===== config.mk =====
export PLATFORM = sky130hd
export DESIGN_NAME = spifs_slave_shift
export DESIGN_NICKNAME = d
export VERILOG_FILES = /design/src/rtl/spifs_slave_shift.sv
export SDC_FILE = /design/constraint.sdc
export NUM_CORES = 1
export LEC_CHECK = 0
export BUFFER_PORTS_ARGS = -buffer_cell sky130_fd_sc_hd__buf_2
export CORE_MARGIN = 3
export CORE_UTILIZATION = 60
export CTS_CLUSTER_SIZE = 28
export DETAILED_ROUTE_END_ITERATION = 8
export PLACE_DENSITY_LB_ADDON = 0.2
export SLEW_MARGIN = 30
export SYNTH_ARGS = -nofsm -noshare
export SYNTH_HDL_FRONTEND = slang
export SYNTH_SLANG_ARGS = --single-unit
export TNS_END_PERCENT = 50

===== constraint.sdc =====
create_clock -name clk_i -period 6.2 [get_ports clk_i]
set_clock_uncertainty 0.1 [all_clocks]
set_input_delay 0.31 -clock clk_i [delete_from_list [all_inputs] [get_ports clk_i]]
set_output_delay 0.31 -clock clk_i [all_outputs]
set_load 0.05 [all_outputs]

===== src/rtl/spifs_slave_shift.sv =====
// SPI slave shift engine: brings SCK/CS_N/MOSI into the clk_i domain and shifts
// words in all four SPI modes, fed by a single-entry transmit holding register.
module spifs_slave_shift #(
  parameter int DATA_W      = 32,
  parameter int SYNC_STAGES = 2
) (
  input  logic              clk_i,
  input  logic              rst_i,
  input  logic              cpol_i,
  input  logic              cpha_i,
  input  logic              lsb_i,
  input  logic [4:0]        len_i,
  input  logic [DATA_W-1:0] tx_data_i,
  input  logic              tx_valid_i,
  output logic              tx_ready_o,
  output logic [DATA_W-1:0] rx_data_o,
  output logic              rx_valid_o,
  output logic              underrun_o,
  output logic              tip_o,
  input  logic              spi_clk_i,
  input  logic              spi_cs_n_i,
  input  logic              spi_in_i,
  output logic              spi_out_o,
  output logic              spi_oe_o
);

  typedef enum logic {IDLE, ACTIVE} state_t;

  state_t                 state;
  logic [SYNC_STAGES-1:0] sck_sync, cs_sync, mosi_sync;
  logic                   sck_d, cs_d;
  logic                   cpol_r, cpha_r, lsb_r;
  logic [5:0]             len_r, bit_cnt, tx_cnt;
  logic [DATA_W-1:0]      hold_q, tx_word, rx_sh;

  // Bit of a word presented as the k-th bit on the wire, 0 past the word end.
  function automatic logic tx_bit(input logic [DATA_W-1:0] word, input logic lsb,
                                  input logic [5:0] len, input logic [5:0] k);
    logic [5:0]        pos;
    logic [DATA_W-1:0] sh;
    pos = lsb ? k : 6'(len - 6'd1 - k);
    sh  = word >> pos;
    return (k < len) ? sh[0] : 1'b0;
  endfunction

  // Pin synchronizers plus one delayed copy for edge detection.
  always_ff @(posedge clk_i or posedge rst_i) begin
    if (rst_i) begin
      sck_sync  <= '0;
      cs_sync   <= '1;
      mosi_sync <= '0;
      sck_d     <= 1'b0;
      cs_d      <= 1'b1;
    end else begin
      sck_sync  <= (sck_sync << 1) | SYNC_STAGES'(spi_clk_i);
      cs_sync   <= (cs_sync << 1) | SYNC_STAGES'(spi_cs_n_i);
      mosi_sync <= (mosi_sync << 1) | SYNC_STAGES'(spi_in_i);
      sck_d     <= sck_sync[SYNC_STAGES-1];
      cs_d      <= cs_sync[SYNC_STAGES-1];
    end
  end

  logic sck_s, cs_s, mosi_s, sck_rise, sck_fall, lead, trail;
  logic enter, leave, sample_ev, shift_ev, word_done, load, wr, advance;
  logic [5:0]        len_eff_i, bit_next;
  logic [DATA_W-1:0] load_word, rx_next;

  assign sck_s     = sck_sync[SYNC_STAGES-1];
  assign cs_s      = cs_sync[SYNC_STAGES-1];
  assign mosi_s    = mosi_sync[SYNC_STAGES-1];
  assign sck_rise  = sck_s & ~sck_d;
  assign sck_fall  = ~sck_s & sck_d;
  assign lead      = cpol_r ? sck_fall : sck_rise;
  assign trail     = cpol_r ? sck_rise : sck_fall;

  assign enter     = (state == IDLE) & cs_d & ~cs_s;
  assign leave     = (state == ACTIVE) & ~cs_d & cs_s;
  assign sample_ev = (state == ACTIVE) & ~leave & (cpha_r ? trail : lead);
  assign shift_ev  = (state == ACTIVE) & ~leave & (cpha_r ? lead : trail);
  assign len_eff_i = (len_i == 5'd0) ? 6'd32 : {1'b0, len_i};
  assign bit_next  = bit_cnt + 6'd1;
  assign word_done = sample_ev & (bit_next == len_r);
  assign load      = enter | word_done;
  assign wr        = tx_valid_i & tx_ready_o;
  assign load_word = tx_ready_o ? '0 : hold_q;
  // Only move on once the bit on the wire has been sampled; this also holds the
  // first bit of a word through the first shift edge in either phase.
  assign advance   = shift_ev & (bit_cnt > tx_cnt);
  assign rx_next   = lsb_r ? (rx_sh | (DATA_W'(mosi_s) << bit_cnt))
                           : {rx_sh[DATA_W-2:0], mosi_s};

  assign tip_o    = (state == ACTIVE);
  assign spi_oe_o = tip_o;

  always_ff @(posedge clk_i or posedge rst_i) begin
    if (rst_i) begin
      state      <= IDLE;
      cpol_r     <= 1'b0;
      cpha_r     <= 1'b0;
      lsb_r      <= 1'b0;
      len_r      <= 6'd32;
      bit_cnt    <= '0;
      tx_cnt     <= '0;
      spi_out_o  <= 1'b0;
      tx_ready_o <= 1'b1;
      rx_valid_o <= 1'b0;
      underrun_o <= 1'b0;
      rx_data_o  <= '0;
    end else begin
      rx_valid_o <= 1'b0;
      underrun_o <= 1'b0;
      if (wr)        tx_ready_o <= 1'b0;
      else if (load) tx_ready_o <= 1'b1;
      if (load)      underrun_o <= tx_ready_o;
      case (state)
        IDLE: begin
          if (enter) begin
            state     <= ACTIVE;
            cpol_r    <= cpol_i;
            cpha_r    <= cpha_i;
            lsb_r     <= lsb_i;
            len_r     <= len_eff_i;
            bit_cnt   <= '0;
            tx_cnt    <= '0;
            spi_out_o <= tx_bit(load_word, lsb_i, len_eff_i, 6'd0);
          end
        end
        ACTIVE: begin
          if (leave) begin
            state     <= IDLE;
            bit_cnt   <= '0;
            tx_cnt    <= '0;
            spi_out_o <= 1'b0;
          end else begin
            if (word_done) begin
              bit_cnt    <= '0;
              tx_cnt     <= '0;
              rx_valid_o <= 1'b1;
              rx_data_o  <= rx_next;
              spi_out_o  <= tx_bit(load_word, lsb_r, len_r, 6'd0);
            end else if (sample_ev) begin
              bit_cnt <= bit_next;
            end
            if (advance) begin
              tx_cnt    <= tx_cnt + 6'd1;
              spi_out_o <= tx_bit(tx_word, lsb_r, len_r, tx_cnt + 6'd1);
            end
          end
        end
        default: state <= IDLE;
      endcase
    end
  end

  // Data path: holding register, word being transmitted, word being received.
  always_ff @(posedge clk_i) begin
    if (wr)   hold_q  <= tx_data_i;
    if (load) tx_word <= load_word;
    if (load)           rx_sh <= '0;
    else if (sample_ev) rx_sh <= rx_next;
  end

endmodule


==> impl_metrics.csv, run 1 <==
group,metric,value,unit
route,via_per_inst,6.07,
synthesis,synth-edff-count,64,
placed_design,hpwl,14500,µm
route,avgRoutedWirePerCell,18.9,µm
global_routing,overflow,0,
cts,clockBufferDepth,2,
status,violations,"hold timing",
route,drt_iter0_drc,741,
floorplanning,std_cell_rows,42,
cells_and_area,areaGrowthSynthToFinish,17.6,%
timing,finalSetupTns,0,ns
floorplanning,initial_core_util,0.619,
timing,hold_viol_final,3,
critical_path,reg2reg_from,"len_r[0]",
power_and_ir_drop,intPower,0.00253,W
cells_and_area,multiInputGateArea,3700,µm²
global_routing,grt_usage,0.303,
critical_path,cp_data_arrival_time,4.58,ns
route,dr_total_vias,7031,
power_and_ir_drop,pwr-share-clk,0.256,
critical_path,critPathMaxStageDelay,0.69,ns
status,outcome,"finished with violations",
critical_path,crit_fanout,14,
global_routing,grt_pass1_vias,6658,
synthesis,synth_ff_type,"edfxtp_1",
cts,htree_levels,4,
synthesis,syn_inst,874,
route,routed_wl,21900,µm
timing,worst_slack,1.84,ns
cells_and_area,antenna_cells,0,
timing,fin_crit,4.36,ns
global_routing,grt_first_pass_wirelength,34900,µm
floorplanning,die_h,123,µm
critical_path,cp-end-kind,"flop",
floorplanning,die_x,123,µm
route,ant_nets,0,
power_and_ir_drop,p_per_area,434,nW/µm²
critical_path,path_class,"flop to flop",
power_and_ir_drop,power.switching,0.00169,W
cts,clkTransAtPathRegs,0.07,ns
critical_path,crit_start,"len_r[0]",
cts,cts_root_buf,"clkbuf_16",
critical_path,crit_path_cell_trace,"clkinv_1, ha_1, inv_1, ha_1, nor2b_1, o22ai_1, xnor2_1, o21ai_1, nor2b_1, a2111oi_0, nor4_1, o31a_1",
timing,setup_violations,0,
placed_design,io_buffers,83,
timing,relSlewSlack,0.402,
floorplanning,core,13300,µm²
power_and_ir_drop,vdd_ir_drop_max,0.284,mV
global_routing,antenna_found_initial,0,
critical_path,start_kind,"flop",
cts,ctsResizeCount,0,
cts,clk-insertion-delay-late,0.44,ns
global_routing,grt_start_max_net_pins,67,
route,first_pass_iters,6,
timing,worst_pin_slew,0.894,ns
power_and_ir_drop,seq_power_share,0.373,
critical_path,cp_slowest_cell,"dfrtp_1",
route,drcViolationCount,0,
synthesis,seq_area_frac_synth,0.511,
critical_path,crit_required,6.43,ns
synthesis,synth_cell_type_count,69,
synthesis,postSynthAreaPerCell,9.45,µm²
floorplanning,die_area,15200,µm²
cells_and_area,fillCellCount,960,
power_and_ir_drop,leakage,4.16,nW
synthesis,ys_ff_latch,162,
timing,rsz0062_at_grt,"false",
cells_and_area,register_area,4220,µm²
placed_design,place_ws,2.01,ns
power_and_ir_drop,combPwrFrac,0.372,
synthesis,synth_nets,944,
cts,cts_made_buffers,17,
synthesis,async_flop_share,0.407,
cells_and_area,drive_gt1_frac,0.161,
cts,cts_tree,"built",
synthesis,yosys_warnings,0,
timing,final_max_slew_viol_count,0,
timing,timing.fmax,229,MHz
worst_hold_path,hp-class,"input pin to async pin",
timing,min_period_over_period,0.703,
job,cap_violations,0,
cells_and_area,nets,1040,
timing,whs,-0.00503,ns
placed_design,globalplace.congestion,0.921,
cts,cts.sinks,162,
synthesis,syn_area,8260,µm²
power_and_ir_drop,p_sw_frac,0.400,
floorplanning,ios,84,
[timing repair]
| action | in CTS | in global routing |
|---|---|---|
| endpoints found under the hold margin | 37 | 0 |
| setup buffers | 0 | 0 |
| hold buffers | 37 | 0 |
[worst paths after layout]
check                               end  slack, ns  depth (start not counted)
setup / recovery              spi_out_o       1.84                         12
hold / removal               underrun_o     -0.005                          3
max in group asynchronous         lsb_r       5.35                          3
setup reg to reg              spi_out_o       1.84                         12
min in group clk_i             len_r[5]       0.04                          2
hold reg to reg            mosi_sync[1]       0.27                          0
[stage by stage]
stage / hold WS [ns] / utilization / total power (W) / area [µm²] / std cells
global placement: 0.245 / 0.655 / 0.00304 / 8740 / 1090
CTS: 0.0234 / 0.728 / 0.00420 / 9720 / 1159
finish: -0.00503 / 0.728 / 0.00422 / 9720 / 1159
global route: 0.0405 / 0.728 / 0.00445 / 9720 / 1159
floorplan: 0.214 / - / 0.00273 / 8260 / 874
detailed placement: 0.252 / 0.656 / 0.00310 / 8750 / 1090
[metal layers]
metal  routed length, µm  track usage  vias up
met5                   0            0        -
li1                    -            -     3230
met2               10500        0.472      327
met3                1750       0.0718       45
met4                 428        0.102        0
met1                9260        0.420     3429
[cell usage in the layout (no fill, tap or decap), types with 5 or more instances in the layout]
cell type / count
dfxtp_1: 32
nor4_1: 6
o21ai_0: 50
dfrtp_1: 60
inv_1: 33
xnor2_1: 13
xor2_1: 8
o22ai_1: 5
buf_2: 83
nor2_1: 55
a31oi_1: 9
mux2_2: 7
edfxtp_1: 64
dlygate4sd3_1: 37
nor3_1: 11
inv_6: 5
ha_1: 23
a21oi_1: 92
buf_4: 7
and3_1: 6
nor2b_1: 48
nand2_1: 188
nand3_1: 13
mux2i_1: 5
nand2b_1: 7
mux4_2: 12
clkbuf_16: 17
dfstp_2: 5
[final cells by class]
| type | instances | area share |
|---|---|---|
| flip-flops and latches | 162 | 0.434 |
| multi-input cells | 626 | 0.381 |
| repair buffers | 127 | 0.0863 |
| clock buffers | 17 | 0.0438 |
| well taps | 176 | 0.0227 |
| clock inverters | 15 | 0.0175 |
| inverters | 36 | 0.0142 |
[cell usage after synthesis (8+ instances only)]
cell type | n | area [µm²]
nand2_1 | 189 | 709
dfrtp_1 | 61 | 1530
nor2_1 | 55 | 206
a21oi_1 | 92 | 460
xnor2_1 | 14 | 123
dfxtp_1 | 32 | 641
ha_1 | 23 | 288
o21ai_0 | 50 | 250
nand3_1 | 13 | 65.1
nor2b_1 | 48 | 300
mux4_2 | 12 | 270
xor2_1 | 8 | 70.1
a31oi_1 | 9 | 56.3
edfxtp_1 | 64 | 1920
buf_2 | 11 | 55.1
clkbuf_1 | 32 | 120
nor3_1 | 12 | 60.1
inv_1 | 34 | 128
[flip-flops by register name (all words and copies together) (netlist names), 2 cells and up]
name and cells:
len_r 6, tx_cnt 6, mosi_sync 2, hold_q 32
tx_word 32, rx_data_o 32, bit_cnt 6, sck_sync 2
cs_sync 2, rx_sh 32
[power by group through the flow]
| stage | registers [W] | clock network [W] | logic (W) |
|---|---|---|---|
| floorplan | 0.00177 | 0 | 0.000957 |
| global placement | 0.00157 | 0 | 0.00147 |
| detailed placement | 0.00159 | 0 | 0.00152 |
| CTS | 0.00157 | 0.00108 | 0.00156 |
| global route | 0.00160 | 0.00114 | 0.00172 |
| finish | 0.00157 | 0.00108 | 0.00157 |
[critical path: cells and delay by family, from the launching register on]
kind                     cells  cell delay, ns
flip-flops                   1            0.69
adder cells (fa/ha/maj)      2            1.01
XOR/XNOR                     1            0.14
buffers and inverters        2            0.65
AO/OA/AOI/OAI                4            1.21
AND/OR/NAND/NOR              3            0.44
[logic make-up (layout without fill, tap and decap cells)]
kind of cell / after synthesis / count (layout) / synth area share
compound gates: 198 / 198 / 0.139
flops: 162 / 162 / 0.511
buf+inv: 86 / 195 / 0.0429
simple gates: 354 / 354 / 0.192
fa+ha+maj: 25 / 25 / 0.0385
mux: 26 / 26 / 0.0516
xor+xnor: 23 / 23 / 0.0253
(Power assumes the default switching activity.)
==> inputs of run 2 (changes only) <==
- CORE_UTILIZATION: 60 -> 59
- clock period: 6.2 -> 4.4 ns (I/O delays scaled with it)
==> run 2 against run 1 <==
The flow now finishes without violations. Via count about the same. Setup slack got worse by 1.4 ns. Clock power up 31%. Register-to-register slack got worse by 1.4 ns. Critical path depth is 3 lower. Hold slack improved by 0.026 ns. Sequential cell count unchanged. Design area up 0.18%. Fmax grew 11%. Sequential power rose by 40%. Largest power group is now combinational logic.
==> impl_metrics.csv, run 2 (synthesis results as in run 1) <==
group,metric,value,unit
status,outcome,"complete, no violations",
floorplanning,die_area,15500,µm²
global_routing,grt_first_pass_wirelength,36000,µm
placed_design,place_inst,1094,
cts,cts_made_buffers,17,
cells_and_area,drive_gt1_frac,0.162,
route,dr_total_vias,7026,
timing,worst_pin_slew,0.911,ns
cts,cts_tree,"built",
global_routing,met3_usage,0.0652,
power_and_ir_drop,p_sw_frac,0.399,
timing,hold_viol_final,0,
cells_and_area,mostFrequentLayoutCell,"nand2_1",
cells_and_area,register_area,4220,µm²
global_routing,grt_usage,0.292,
cells_and_area,fillCellCount,1013,
critical_path,r2r_cells,9,
floorplanning,die_h,124,µm
cts,clkTransAtPathRegs,0.06,ns
power_and_ir_drop,pwr-share-clk,0.242,
floorplanning,initial_core_util,0.614,
placed_design,globalplace.congestion,0.947,
job,cap_violations,0,
cts,htree_levels,4,
timing,fin_crit,3.93,ns
cells_and_area,layout_common_cells,"nand2_1, a21oi_1, buf_2, edfxtp_1, dfrtp_1",
critical_path,path_class,"flop to flop",
global_routing,use_met2,0.456,
timing,setup_violations,0,
timing,finalSetupTns,0,ns
route,via_per_inst,6.03,
floorplanning,die_x,124,µm
placed_design,io_buffers,83,
timing,final_max_slew_viol_count,0,
worst_hold_path,worstHoldPathCells,3,
cts,clockBufferDepth,2,
worst_hold_path,hp-class,"input pin to flop",
power_and_ir_drop,intPower,0.00351,W
route,ant_nets,0,
cells_and_area,nets,1047,
floorplanning,std_cell_rows,42,
timing,relSlewSlack,0.390,
global_routing,overflow,0,
power_and_ir_drop,leakage,4.18,nW
cts,ctsResizeCount,0,
power_and_ir_drop,seq_power_share,0.376,
cells_and_area,areaGrowthSynthToFinish,17.8,%
cells_and_area,antenna_cells,0,
timing,rsz0062_at_grt,"false",
route,first_pass_iters,6,
floorplanning,core,13500,µm²
global_routing,top_usage_layer,"met2",
power_and_ir_drop,vdd_ir_drop_max,0.504,mV
cts,cts_root_buf,"clkbuf_16",
critical_path,crit_fanout,13,
route,routed_wl,22200,µm
critical_path,cp_data_arrival_time,4.14,ns
global_routing,grtUsageMet1,0.391,
placed_design,hpwl,15400,µm
power_and_ir_drop,combPwrFrac,0.382,
floorplanning,ios,84,
critical_path,cp-end-kind,"flop",
critical_path,crit_required,4.61,ns
cells_and_area,fin_cells,1166,
cts,clk-insertion-delay-late,0.43,ns
global_routing,grt_start_max_net_pins,74,
cts,cts.sinks,162,
global_routing,grt_pass1_vias,6936,
route,drcViolationCount,0,
timing,timing.fmax,255,MHz
global_routing,antenna_found_initial,1,
cts,postCtsSetupBuffers,0,
critical_path,start_kind,"flop",
timing,min_period_over_period,0.893,
route,drt_iter0_drc,948,
cts,ctsHoldBuffers,40,
route,avgRoutedWirePerCell,19.0,µm
cells_and_area,multiInputGateArea,3700,µm²
power_and_ir_drop,power.switching,0.00233,W
power_and_ir_drop,p_per_area,601,nW/µm²
==> run 2: cell count changes in the layout (fill, tap and decap cells not counted), moves of 2 or more <==
cell | before | now
inv_6 | 5 | 2
clkinv_2 | 1 | 3
dlygate4sd3_1 | 37 | 40
clkbuf_8 | 0 | 2
buf_4 | 7 | 11
inv_8 | 3 | 1
bufinv_16 | 2 | 0
clkbuf_1 | 0 | 2
==> run 2: cell type report <==
cell class | count | area share
sequential | 162 | 0.434
multi-input combinational | 626 | 0.380
timing repair buffer | 134 | 0.0923
clock buffer | 22 | 0.0499
tap | 176 | 0.0226
inverter | 36 | 0.0141
clock inverter | 10 | 0.00771
==> run 2: worst paths after layout <==
path	endpoint	slack [ns]	from
max	spi_out_o	0.47	len_r[0]
min	len_r[1]	0.02	len_i[1]
max reg2reg	spi_out_o	0.47	len_r[0]
min reg2reg	mosi_sync[1]	0.26	mosi_sync[0]
max in group asynchronous	len_r[5]	2.96	rst_i
min in group asynchronous	rx_data_o[22]	0.31	rst_i
==> run 2: layer usage <==
layer,vias to the layer above,share of wire,wire length (µm)
met5,-,0.00059,13
met4,2,0.030,661
met1,3389,0.43,9500
met3,57,0.074,1650
li1,3234,-,-
met2,344,0.47,10400
==> run 2: worst max-delay path: stages (launching register included) <==
cell and delay, ns:
dfrtp_1 0.35, clkinv_1 0.26, ha_1 0.69, fa_1 0.52, mux2i_2 0.47, mux4_2 0.40, nor2b_1 0.14, a2111oi_0 0.45
nor4_1 0.13, o31a_1 0.29
==> run 2: stage by stage <==
stage	setup WS, ns	total power (W)	area [µm²]	hold slack [ns]	util
3_5_place_dp	0.602	0.00439	8770	0.223	0.652
4_1_cts	0.537	0.00583	9730	0.00152	0.724
6_report	0.471	0.00585	9730	0.0207	0.724
2_1_floorplan	0.955	0.00385	8260	0.124	-
5_1_grt	0.355	0.00616	9730	0.0260	0.724
3_3_place_gp	0.781	0.00431	8770	0.188	0.652
==> run 2: power groups by stage <==
stage	combinational [W]	sequential [W]	clock [W]
6_report	0.00223	0.00220	0.00142
5_1_grt	0.00244	0.00223	0.00149
4_1_cts	0.00221	0.00219	0.00142
3_5_place_dp	0.00217	0.00222	0
3_3_place_gp	0.00211	0.00220	0
2_1_floorplan	0.00135	0.00250	0
